## config.mk

```make
export PLATFORM = sky130hd
export DESIGN_NAME = onehot_match_decoder_flat
export DESIGN_NICKNAME = d
export VERILOG_FILES = /design/src/rtl/onehot_match_decoder_if.sv /design/src/rtl/onehot_match_decoder.sv /design/src/flat_wrapper.sv
export SDC_FILE = /design/constraint.sdc
export NUM_CORES = 1
export LEC_CHECK = 0
export CORE_UTILIZATION = 35
export DETAILED_ROUTE_END_ITERATION = 8
export SETUP_SLACK_MARGIN = 0.1
export SLEW_MARGIN = 20
export SYNTH_ARGS = -nofsm -noshare
export SYNTH_HDL_FRONTEND = slang
export SYNTH_SLANG_ARGS = --single-unit
export TNS_END_PERCENT = 30
```

## constraint.sdc

```tcl
create_clock -name clk -period 2 [get_ports clk]
set_input_delay 0.3 -clock clk [delete_from_list [all_inputs] [get_ports clk]]
set_output_delay 0.3 -clock clk [all_outputs]
set_load 0.1 [all_outputs]
```

## src/rtl/onehot_match_decoder_if.sv

```systemverilog
// Branch-match stream bus: flag beats in, decoded winner and class out.
// master drives beats and out_ready; slave is the decoder.
interface onehot_match_decoder_if #(
   parameter int N     = 4,
   parameter int IDX_W = $clog2(N)
);
   logic             in_valid;
   logic             in_ready;
   logic [N-1:0]     in_flags;
   logic             mode;
   logic             out_valid;
   logic             out_ready;
   logic [IDX_W-1:0] out_idx;
   logic             out_none;
   logic             out_multi;
   logic             out_viol;

   modport master (
      output in_valid, in_flags, mode, out_ready,
      input  in_ready, out_valid, out_idx, out_none, out_multi, out_viol
   );

   modport slave (
      input  in_valid, in_flags, mode, out_ready,
      output in_ready, out_valid, out_idx, out_none, out_multi, out_viol
   );
endinterface

```

## src/rtl/onehot_match_decoder.sv

```systemverilog
// First-match branch decoder with unique/unique0 checking and saturating stats.
// Latency 1 through a single full-throughput output register; stalls on backpressure or in HALT.
module onehot_match_decoder #(
   parameter int N           = 4,
   parameter int IDX_W       = $clog2(N),
   parameter int CNT_W       = 8,
   parameter bit HALT_ON_ERR = 1'b1
) (
   input  logic             clk,
   input  logic             rst_n,
   onehot_match_decoder_if.slave bus,
   output logic             err_flag,
   output logic             halted,
   input  logic             err_clr,
   input  logic             cnt_clr,
   output logic [CNT_W-1:0] cnt_ok,
   output logic [CNT_W-1:0] cnt_none,
   output logic [CNT_W-1:0] cnt_multi
);
   typedef enum logic {RUN, HALT} state_t;

   state_t           state_q, state_d;
   logic             err_d;
   logic             out_valid_q;
   logic [IDX_W-1:0] out_idx_q;
   logic             out_none_q, out_multi_q, out_viol_q;

   logic             accept;
   logic             is_none, is_multi, is_viol;
   logic [IDX_W-1:0] first_idx;

   assign bus.in_ready  = (state_q == RUN) && (!out_valid_q || bus.out_ready);
   assign accept        = bus.in_valid && bus.in_ready;
   assign bus.out_valid = out_valid_q;
   assign bus.out_idx   = out_idx_q;
   assign bus.out_none  = out_none_q;
   assign bus.out_multi = out_multi_q;
   assign bus.out_viol  = out_viol_q;
   assign halted        = (state_q == HALT);

   // Clearing the lowest set bit leaves something behind only if two or more were set.
   assign is_none  = ~|bus.in_flags;
   assign is_multi = |(bus.in_flags & (bus.in_flags - N'(1)));
   assign is_viol  = is_multi || (is_none && !bus.mode);

   always_comb begin
      first_idx = '0;
      for (int i = N - 1; i >= 0; i--) begin
         if (bus.in_flags[i]) first_idx = IDX_W'(i);
      end
   end

   // Clear applies before the increment so a same-cycle beat is still counted.
   function automatic logic [CNT_W-1:0] bump(input logic [CNT_W-1:0] cur,
                                             input logic clr, input logic inc);
      logic [CNT_W-1:0] base;
      base = clr ? '0 : cur;
      if (inc && (base != '1)) base = base + CNT_W'(1);
      return base;
   endfunction

   always_comb begin
      state_d = state_q;
      err_d   = err_flag;
      case (state_q)
         RUN: begin
            if (accept && is_viol) begin
               err_d = 1'b1;
               if (HALT_ON_ERR) state_d = HALT;
            end else if (err_clr) begin
               err_d = 1'b0;
            end
         end
         HALT: begin
            if (err_clr) begin
               state_d = RUN;
               err_d   = 1'b0;
            end
         end
         default: state_d = RUN;
      endcase
   end

   always_ff @(posedge clk) begin
      if (!rst_n) begin
         state_q   <= RUN;
         err_flag  <= 1'b0;
         cnt_ok    <= '0;
         cnt_none  <= '0;
         cnt_multi <= '0;
      end else begin
         state_q   <= state_d;
         err_flag  <= err_d;
         cnt_ok    <= bump(cnt_ok,    cnt_clr, accept && !is_none && !is_multi);
         cnt_none  <= bump(cnt_none,  cnt_clr, accept && is_none);
         cnt_multi <= bump(cnt_multi, cnt_clr, accept && is_multi);
      end
   end

   always_ff @(posedge clk) begin
      if (!rst_n) begin
         out_valid_q <= 1'b0;
         out_idx_q   <= '0;
         out_none_q  <= 1'b0;
         out_multi_q <= 1'b0;
         out_viol_q  <= 1'b0;
      end else if (accept) begin
         out_valid_q <= 1'b1;
         out_idx_q   <= first_idx;
         out_none_q  <= is_none;
         out_multi_q <= is_multi;
         out_viol_q  <= is_viol;
      end else if (bus.out_ready) begin
         out_valid_q <= 1'b0;
      end
   end
endmodule

```

## src/flat_wrapper.sv

```systemverilog
// flat-port wrapper written by rule: the top's interface ports become plain ports
module onehot_match_decoder_flat 
#(
   parameter int N           = 4,
   parameter int IDX_W       = $clog2(N),
   parameter int CNT_W       = 8,
   parameter bit HALT_ON_ERR = 1'b1
)
  (clk, rst_n, err_flag, halted, err_clr, cnt_clr, cnt_ok, cnt_none, cnt_multi, bus_in_valid, bus_in_flags, bus_mode, bus_out_ready, bus_in_ready, bus_out_valid, bus_out_idx, bus_out_none, bus_out_multi, bus_out_viol);
  onehot_match_decoder_if #(.N(N), .IDX_W(IDX_W)) bus_i ();
  input  logic clk;
  input  logic rst_n;
  output logic err_flag;
  output logic halted;
  input  logic err_clr;
  input  logic cnt_clr;
  output logic [CNT_W-1:0] cnt_ok;
  output logic [CNT_W-1:0] cnt_none;
  output logic [CNT_W-1:0] cnt_multi;
  input wire logic [$bits(bus_i.in_valid)-1:0] bus_in_valid;
  input wire logic [$bits(bus_i.in_flags)-1:0] bus_in_flags;
  input wire logic [$bits(bus_i.mode)-1:0] bus_mode;
  input wire logic [$bits(bus_i.out_ready)-1:0] bus_out_ready;
  output wire logic [$bits(bus_i.in_ready)-1:0] bus_in_ready;
  output wire logic [$bits(bus_i.out_valid)-1:0] bus_out_valid;
  output wire logic [$bits(bus_i.out_idx)-1:0] bus_out_idx;
  output wire logic [$bits(bus_i.out_none)-1:0] bus_out_none;
  output wire logic [$bits(bus_i.out_multi)-1:0] bus_out_multi;
  output wire logic [$bits(bus_i.out_viol)-1:0] bus_out_viol;
  assign bus_i.in_valid = bus_in_valid;
  assign bus_i.in_flags = bus_in_flags;
  assign bus_i.mode = bus_mode;
  assign bus_i.out_ready = bus_out_ready;
  assign bus_in_ready = bus_i.in_ready;
  assign bus_out_valid = bus_i.out_valid;
  assign bus_out_idx = bus_i.out_idx;
  assign bus_out_none = bus_i.out_none;
  assign bus_out_multi = bus_i.out_multi;
  assign bus_out_viol = bus_i.out_viol;
  onehot_match_decoder #(.N(N), .IDX_W(IDX_W), .CNT_W(CNT_W), .HALT_ON_ERR(HALT_ON_ERR)) u_core (.clk(clk), .rst_n(rst_n), .bus(bus_i), .err_flag(err_flag), .halted(halted), .err_clr(err_clr), .cnt_clr(cnt_clr), .cnt_ok(cnt_ok), .cnt_none(cnt_none), .cnt_multi(cnt_multi));
endmodule
```

==> impl_metrics.py <==
metrics = {
    "run_status": {
        "status": "completed",
    },
    "yosys": {
        "syn-num-nets": 208,
        "ys_async_sr_fraction_pct": 0,
        "post-synth-top-count-cell": "dfxtp_1",
        "synth_top_area_share_pct": 39.4,
        "synthSimpleGateAreaFrac_pct": 37.0,
        "ys.flop_type": "dfxtp_1",
        "synthDistinctLibCells": 40,
        "synth_fa_ha_area_share_pct": 2.31,
        "synth-compound-area-share_pct": 9.46,
        "synth-xor-area-share_pct": 7.54,
        "syn_area_per_cell_um2": 8.38,
        "synth_edf_count": 0,
        "synthCells": 194,
        "synth_top_family_by_area": "simple AND/OR/NAND/NOR gates",
        "netlist_top_cells_count": "dfxtp_1, nor2_1, nand2_1",
        "yosysTopAreaCell": "dfxtp_1",
        "seq_area_frac_synth_pct": 39.4,
        "syn_area_um2": 1630,
        "synth_area_leaders": "dfxtp_1, xnor2_1, nor2_1",
        "ys_ff_latch": 32,
        "synthMuxAreaShare_pct": 2.46,
        "yosys_warnings": 0,
    },
    "die": {
        "coreArea_um2": 4410,
        "ios": 44,
        "start_util_pct": 36.8,
        "die_h_um": 70.2,
        "die_w_um": 70.2,
        "rows": 24,
        "dieArea_um2": 4920,
    },
    "placement": {
        "io_buffers": 43,
        "placed_area_um2": 2320,
        "dp_hpwl_mm": 3.18,
        "gp_congestion": 0.815,
    },
    "cts": {
        "clockRootBuffer": "clkbuf_8",
        "path_clk_slew_ns": 0.06,
        "clk_path_buf_depth": 2,
        "cts_num_sinks": 32,
        "htreeDepth": 2,
        "clock_latency_ns": 0.29,
        "cts_hold_buffers": 0,
        "cts_buffers": 5,
        "cts_tree": "built",
    },
    "power": {
        "vdd_drop_max_v": 0.000327,
        "p_comb_share_pct": 21.3,
        "pwr-share-clk_pct": 34.7,
        "intPower_mw": 1.04,
        "swShare_pct": 30.8,
        "p_switching_uw": 462,
        "power.leakage_nw": 1.08,
        "power_density_nw_per_um2": 603,
        "seqPwrFrac_pct": 44.0,
    },
    "routing": {
        "drt.antenna.violating_nets": 0,
        "m1WireLength_mm": 2.20,
        "top_layer": "met4",
        "drtPass1Iterations": 4,
        "drc": 0,
        "wl_met3_um": 208,
        "routedWlPerCell_um": 13.8,
        "route.vias.total": 1693,
        "viasPerCell": 5.21,
        "routed_wl_mm": 4.49,
        "met2WireLength_mm": 2.01,
        "drt_iter0_drc": 74,
    },
    "layout": {
        "num-nets-final": 286,
        "diodes": 0,
        "fin_util_pct": 56.3,
        "syn2layout_area_growth_pct": 52.9,
        "postLayoutCellArea_um2": 2490,
        "drive_gt1_share_pct": 41.8,
        "fill_cells": 417,
    },
    "min_path": {
        "hold_start": "u_core.bus.out_viol",
        "hold_path.class": "flop to flop",
    },
    "sta": {
        "finalMaxSlewViolations": 0,
        "finalCriticalPeriod_ns": 1.84,
        "rsz0062_at_grt": "yes",
        "worst_slew_pin_slew_ns": 0.374,
        "min_period_over_period_pct": 92.2,
        "max_freq_mhz": 542,
        "fin_skew_ns": 0.00498,
        "slew_headroom_pct": 74.7,
        "hold_viol": 0,
        "setup_viol": 0,
    },
    "worst_setup_path": {
        "cp-end-kind": "flop",
        "crit_required_ns": 2.17,
        "path_max_fanout": 5,
        "cp-startpoint": "bus_in_valid",
        "worstPathArrival_ns": 2.01,
        "r2r-start": "u_core.cnt_multi[1]",
        "crit_type": "primary input to flop",
        "start_kind": "primary input",
    },
    "global_routing": {
        "grt_first_pass_wirelength_mm": 7.27,
        "grt_pass1_vias": 1581,
        "grt_max_degree": 20,
        "track_usage_pct": 18.8,
        "antenna_found_initial": 0,
        "grt_overflow": 0,
    },
    "run": {
        "maxCapViolations": 0,
    },
}
==> critical path, cell delays in order <==
cell and delay [ns]:
clkdlybuf4s50_1 0.51, nor2b_1 0.24, nand2_1 0.21, buf_4 0.20, nor4_1 0.33, xnor2_1 0.17, nor2_1 0.05
==> final timing paths <==
kind	cells after the start	to	slack, ns
max reg2reg	8	u_core.cnt_multi[7]	0.25
min	2	u_core.bus.out_viol	0.46
min reg2reg	2	u_core.bus.out_viol	0.46
max	7	u_core.cnt_multi[6]	0.16
==> what timing repair did <==
action / in CTS / in global routing
setup buffers: 0 / 0
endpoints found under the setup margin: 6 / 16
resized for setup: 1 / 13
cloned: 0 / 2
pin swaps: 0 / 5
==> routing by layer <==
layer  up-vias  GRT usage, %
met5         -             0
met4         0          10.0
met2        44          28.3
li1        845             -
met3         9          3.61
met1       795          25.2
==> final cells by class <==
type	instances	area, um^2	share of cell area (%)
multi-input combinational	155	1040	41.8
sequential	32	678	27.3
tap	52	65.1	2.62
timing repair buffer	75	604	24.3
clock buffer	8	90.1	3.62
inverter	3	11.3	0.453
==> placed cells by master (no fill, tap or decap), types with 5 or more instances in the layout <==
master,synthesis,routed
nand3_1,15,13
a21oi_1,12,12
clkdlybuf4s50_1,0,9
and3_1,5,5
nor2b_1,9,5
dfxtp_1,32,10
nand2_1,20,19
xnor2_1,11,11
clkbuf_8,0,6
dfxtp_2,0,18
buf_4,0,62
nand2b_1,6,6
nor2_1,25,24
==> stage by stage <==
stage	total power, mW	cells	hold slack, ns	setup TNS [ns]	worst slack, ns
2_1_floorplan	0.866	194	0.474	0	0.0335
3_3_place_gp	0.981	315	0.446	-2.78	-0.207
3_5_place_dp	0.982	315	0.455	-3.16	-0.247
4_1_cts	1.51	323	0.464	0	0.0744
5_1_grt	1.56	325	0.473	0	0.0133
6_report	1.50	325	0.460	0	0.156
==> cells by family (layout without fill, tap and decap cells) <==
group | Yosys count | in the layout
simple gates | 109 | 110
flops | 32 | 32
compound gates | 24 | 24
xor+xnor | 14 | 14
buf+inv | 8 | 86
mux | 4 | 4
fa+ha+maj | 3 | 3
==> power by group through the flow <==
stage | Clock (mW) | Combinational [mW] | Sequential [mW]
floorplan | 0 | 0.0942 | 0.772
global placement | 0 | 0.307 | 0.674
detailed placement | 0 | 0.308 | 0.674
CTS | 0.544 | 0.310 | 0.659
global route | 0.566 | 0.336 | 0.661
finish | 0.521 | 0.320 | 0.660
==> sequential cells by signal, indices dropped and copies added (netlist names) <==
name / cells
u_core.cnt_multi: 8
u_core.cnt_none: 8
u_core.cnt_ok: 8
u_core.bus.out_idx: 2
u_core.bus.out_multi: 1
u_core.bus.out_none: 1
u_core.bus.out_valid: 1
u_core.bus.out_viol: 1
u_core.err_flag: 1
u_core.halted: 1
(Power assumes the default switching activity.)
==> patch 1: new RTL, same settings <==
`HALT_ON_ERR` is set to 1'b1 in 2 places; all go to 1'b0.
--- a/src/rtl/onehot_match_decoder.sv
+++ b/src/rtl/onehot_match_decoder.sv
@@ -4,7 +4,7 @@
    parameter int N           = 4,
    parameter int IDX_W       = $clog2(N),
    parameter int CNT_W       = 8,
-   parameter bit HALT_ON_ERR = 1'b1
+   parameter bit HALT_ON_ERR = 1'b0
 ) (
    input  logic             clk,
    input  logic             rst_n,
--- a/src/flat_wrapper.sv
+++ b/src/flat_wrapper.sv
@@ -4,7 +4,7 @@
    parameter int N           = 4,
    parameter int IDX_W       = $clog2(N),
    parameter int CNT_W       = 8,
-   parameter bit HALT_ON_ERR = 1'b1
+   parameter bit HALT_ON_ERR = 1'b0
 )
   (clk, rst_n, err_flag, halted, err_clr, cnt_clr, cnt_ok, cnt_none, cnt_multi, bus_in_valid, bus_in_flags, bus_mode, bus_out_ready, bus_in_ready, bus_out_valid, bus_out_idx, bus_out_none, bus_out_multi, bus_out_viol);
   onehot_match_decoder_if #(.N(N), .IDX_W(IDX_W)) bus_i ();
Formal check against the unedited RTL: not equivalent (Yosys sat finds a counterexample within 4 cycles, from zero or initial values and one cycle with rst_n low).
==> patch 1 against the original RTL <==
The run now ends with design-rule violations left; synthesized cell count is 0.52% lower; total power decreased by 7.6%; via count decreased by 5.0%; clock power fell by 10%; register-to-register slack improved by 20 ps; design area is 1.5% higher; die area increased by 1.7%; area after synthesis grew 1.8%; sequential cell count is the same; worst setup slack got worse by 10 ps; count of clock-buffer cells in the layout is 1 lower; utilization is 0.44 points higher; routed wire length fell by 7.9%.
==> patch 1: results (changes against the original RTL) <==
outcome:
  status: "complete, but fails checks"  # was complete, no violations
  violations: "design-rule violations"
place:
  preCtsSetupSlack_ps: -292  # was -247 ps
  dpl_cell_area_um2: 2360  # was 2320 µm²
  gp_congestion: 0.766  # was 0.815
yosys:
  synth_area_leaders: "dfxtp_1, xnor2_1, nor2b_1"  # was dfxtp_1, xnor2_1, nor2_1
  syn_avg_cell_area_um2: 8.58  # was 8.38 µm²
  seq_area_frac_synth_pct: 38.7  # was 39.4%
  synth_compound_area_share_pct: 10.2  # was 9.46%
  synth_common_cells: "dfxtp_1, nand2_1, nor2b_1"  # was dfxtp_1, nor2_1, nand2_1
  synth_xor_area_share_pct: 6.88  # was 7.54%
final_layout:
  finish.net_count: 288  # was 286
  nFillCells: 427  # was 417
  drive_gt1_share_pct: 41.5  # was 41.8%
critical_path:
  r2r_end: "u_core.cnt_ok[7]"  # was u_core.cnt_multi[7]
  worst_path_largest_cell_delay_ps: 490  # was 510 ps
  rrSetupSlack_ps: 270  # was 250 ps
  r2r_start: "u_core.cnt_ok[0]"  # was u_core.cnt_multi[1]
  crit_start: "bus_in_flags[3]"  # was bus_in_valid
  crit_arrival_ps: 2060  # was 2010 ps
global_route:
  grt_util_met1_pct: 22.7  # was 25.2%
  grt_pass1_vias: 1488  # was 1581
  grt_pass1_wl_mm: 6.87  # was 7.27 mm
  grt_max_degree: 25  # was 20
  grt_use_met3_pct: 4.70  # was 3.61%
  met2_usage_pct: 28.2  # was 28.3%
route:
  routed_wl_mm: 4.14  # was 4.49 mm
  wl_per_cell_um: 12.7  # was 13.8 µm
  first_pass_iters: 6  # was 4
  dr_wl_met3_um: 152  # was 208 µm
  drtIter0Drc: 59  # was 74
  wl_met2_mm: 1.93  # was 2.01 mm
  avgViaCountPerCell: 4.92  # was 5.21
  wl_met1_mm: 2.01  # was 2.20 mm
  drc_errors: 6  # was 0
pwr:
  p_comb_share_pct: 19.1  # was 21.3%
  clock_power_share_pct: 33.8  # was 34.7%
  vdd_ir_drop_max_v: 0.000276  # was 0.000327 V
  total_power_uw: 1390  # was 1500 µW
  p_sw_share_pct: 28.8  # was 30.8%
  p_leak_uw: 0.00106  # was 0.00108 µW
clocking:
  postCtsSetupRepairBufs: 2  # was 0
  cts-resized-gates: 6  # was 1
timing:
  finClkSkew_ps: 7.96  # was 4.98 ps
  finalCritPeriodShare_pct: 92.7  # was 92.2%
patch 1: cell count changes after synthesis, sizes merged, moves of 4 or more:
cell    change
nor2       -14
and2        +7
nor2b       +6
a21boi      +5
nand2b      +5
o21ai       +5
nand3       -4
patch 1: worst min-delay path by stage:
stage / from / to / slack [ps]
finish: u_core.bus.out_viol / u_core.bus.out_viol / 470
global route: u_core.bus.out_viol / u_core.bus.out_viol / 510
CTS: u_core.halted / u_core.halted / 480
detailed placement: u_core.halted / u_core.halted / 460
global placement: u_core.bus.out_multi / u_core.bus.out_multi / 460
floorplan: err_clr / u_core.halted / 360
patch 1: cell type report:
| class | count | share of cell area (%) |
|---|---|---|
| Tap cell | 52 | 2.58 |
| Sequential cell | 32 | 26.6 |
| Inverter | 1 | 0.149 |
| Clock inverter | 1 | 0.198 |
| Clock buffer | 7 | 3.02 |
| Timing Repair Buffer | 79 | 25.4 |
| Multi-Input combinational cell | 155 | 42.0 |
==> patch 2: new RTL, same settings <==
Made on the original files. Reset style: asynchronous (`rst_n`), changed in 2 clocked blocks.
--- a/src/rtl/onehot_match_decoder.sv
+++ b/src/rtl/onehot_match_decoder.sv
@@ -81,7 +81,7 @@
       endcase
    end
 
-   always_ff @(posedge clk) begin
+   always_ff @(posedge clk or negedge rst_n) begin
       if (!rst_n) begin
          state_q   <= RUN;
          err_flag  <= 1'b0;
@@ -97,7 +97,7 @@
       end
    end
 
-   always_ff @(posedge clk) begin
+   always_ff @(posedge clk or negedge rst_n) begin
       if (!rst_n) begin
          out_valid_q <= 1'b0;
          out_idx_q   <= '0;
Check against the original RTL: differs if rst_n is asserted again (counterexample within 4 cycles, from zero or initial values and one cycle with rst_n low); with rst_n held inactive, the same outputs for 10 cycles.
==> patch 2 against the original RTL <==
Routed wire length grew 4.8%; area after synthesis rose by 9.1%; worst setup slack worse by 24 ps; sequential cell count stayed put; design area up 6.9%; first-iteration DRC count down 16%.
Power is not compared: it rests on default switching activity, and its combinational part moved more than twofold at a synthesized area within 25%.
==> patch 2: results (changes against the original RTL) <==
final_layout:
  nFillCells: 461  # was 417
  finish.net_count: 267  # was 286
  drive_gt1_share_pct: 50.0  # was 41.8%
critical_path:
  rrSetupSlack_ps: 160  # was 250 ps
  r2r_start: "u_core.cnt_none[1]"  # was u_core.cnt_multi[1]
  worst_path_largest_cell_delay_ps: 380  # was 510 ps
  cp_top_family: "buffers and inverters"  # was simple AND/OR/NAND/NOR gates
  slowest_stage: "mux2_2"  # was clkdlybuf4s50_1
  r2r_end: "u_core.cnt_none[4]"  # was u_core.cnt_multi[7]
  crit_arrival_ps: 2030  # was 2010 ps
  crit_fanout: 12  # was 5
timing:
  whs_ps: 421  # was 460 ps
  finClkSkew_ps: 6.31  # was 4.98 ps
  relSlewSlack_pct: 71.7  # was 74.7%
route:
  avgViaCountPerCell: 5.12  # was 5.21
  wl_met2_mm: 2.43  # was 2.01 mm
  dr_wl_met3_um: 200  # was 208 µm
  drtIter0Drc: 62  # was 74
  wl_met1_mm: 2.02  # was 2.20 mm
  routed_wl_mm: 4.71  # was 4.49 mm
yosys:
  synth_mux_area_share_pct: 7.48  # was 2.46%
  syn_nets: 194  # was 208
  synth_cell_types: 39  # was 40
  seq_area_frac_synth_pct: 45.1  # was 39.4%
  synth_xor_area_share_pct: 3.46  # was 7.54%
  async_reset_ff_share_pct: 100  # was 0%
  synth_compound_area_share_pct: 6.70  # was 9.46%
  synth_area_leaders: "dfrtp_1, mux2_2, nor2b_1"  # was dfxtp_1, xnor2_1, nor2_1
  netlist.top_cell.by_area: "dfrtp_1"  # was dfxtp_1
hold_path:
  min_path_type: "in2async"  # was reg2reg
global_route:
  grt_pass1_vias: 1652  # was 1581
  grt_max_degree: 33  # was 20
  grt_util_all_layers_pct: 18.7  # was 18.8%
  grt_pass1_wl_mm: 7.56  # was 7.27 mm
clocking:
  clk_path_buf_depth: 2  # unchanged
outcome:
  status: "complete, no violations"  # unchanged
place:
  preCtsSetupSlack_ps: -352  # was -247 ps
## patch 2: cell count changes in the layout (fill, tap and decap cells not counted), moves of 5 or more
cell     change
dfxtp_1     -10
mux2_2      +10
dfrtp_4      +6
a21oi_1      -8
dfxtp_2     -18
xnor2_1      -6
and3_1       -5
nor2_1      -13
dfrtp_1     +10
dfrtp_2     +16
## patch 2: final cells by class
cell class	count	area share [%]
Tap cell	67	3.15
Multi-Input combinational cell	139	40.1
Timing Repair Buffer	71	21.4
Clock buffer	8	3.01
Inverter	4	0.565
Sequential cell	32	31.7
## patch 2: power by group through the flow
stage / clock network, µW / registers [µW] / logic [µW]
4_1_cts: 487 / 736 / 715
6_report: 467 / 734 / 714
3_5_place_dp: 0 / 748 / 702
2_1_floorplan: 0 / 1090 / 152
3_3_place_gp: 0 / 744 / 696
5_1_grt: 514 / 741 / 745
## patch 2: timing repair
action / in CTS / in global routing
resized for setup: 17 / 5
setup endpoints to repair: 22 / 13
setup buffers: 2 / 0
pin swaps: 4 / 0
gates cloned: 1 / 0
## patch 2: how the worst max path moves through the flow
stage	slack [ps]	start	cells past startpoint	to
4_1_cts	100	u_core.cnt_none[1]	6	u_core.cnt_none[3]
6_report	130	cnt_clr	8	u_core.cnt_ok[4]
2_1_floorplan	-100	u_core.cnt_none[0]	7	u_core.cnt_none[4]
5_1_grt	50	bus_in_flags[0]	5	u_core.cnt_none[7]
3_3_place_gp	-320	bus_in_flags[3]	5	u_core.cnt_ok[4]
3_5_place_dp	-350	cnt_clr	8	u_core.cnt_none[3]
## patch 2: through the flow
stage / instances / instance area (µm²) / util (%)
after global placement: 310 / 2480 / 51.8
final: 321 / 2660 / 55.6
after CTS: 321 / 2640 / 55.1
after floorplan: 180 / 1880 / -
after global routing: 321 / 2660 / 55.6
after detailed placement: 310 / 2480 / 51.8
## patch 2: logic make-up after synthesis
group | after synthesis
multiplexers | 12
flip-flops | 32
XOR/XNOR | 7
adder cells (fa/ha/maj) | 4
AND/OR/NAND/NOR | 96
buffers and inverters | 10
AO/OA/AOI/OAI | 19
## patch 2: metal layers
metal,GRT usage [%],up-vias
li1,-,796
met1,22.3,803
met2,32.1,39
met3,4.28,5
met4,8.06,0
met5,0,-
## patch 2: worst register-to-register path, cell delays in order, from the launching register on
cell     delay, ps
dfrtp_4        500
nor2b_4        150
ha_4           150
and3b_1        180
and3_4         190
or4_1          490
a21oi_2        120
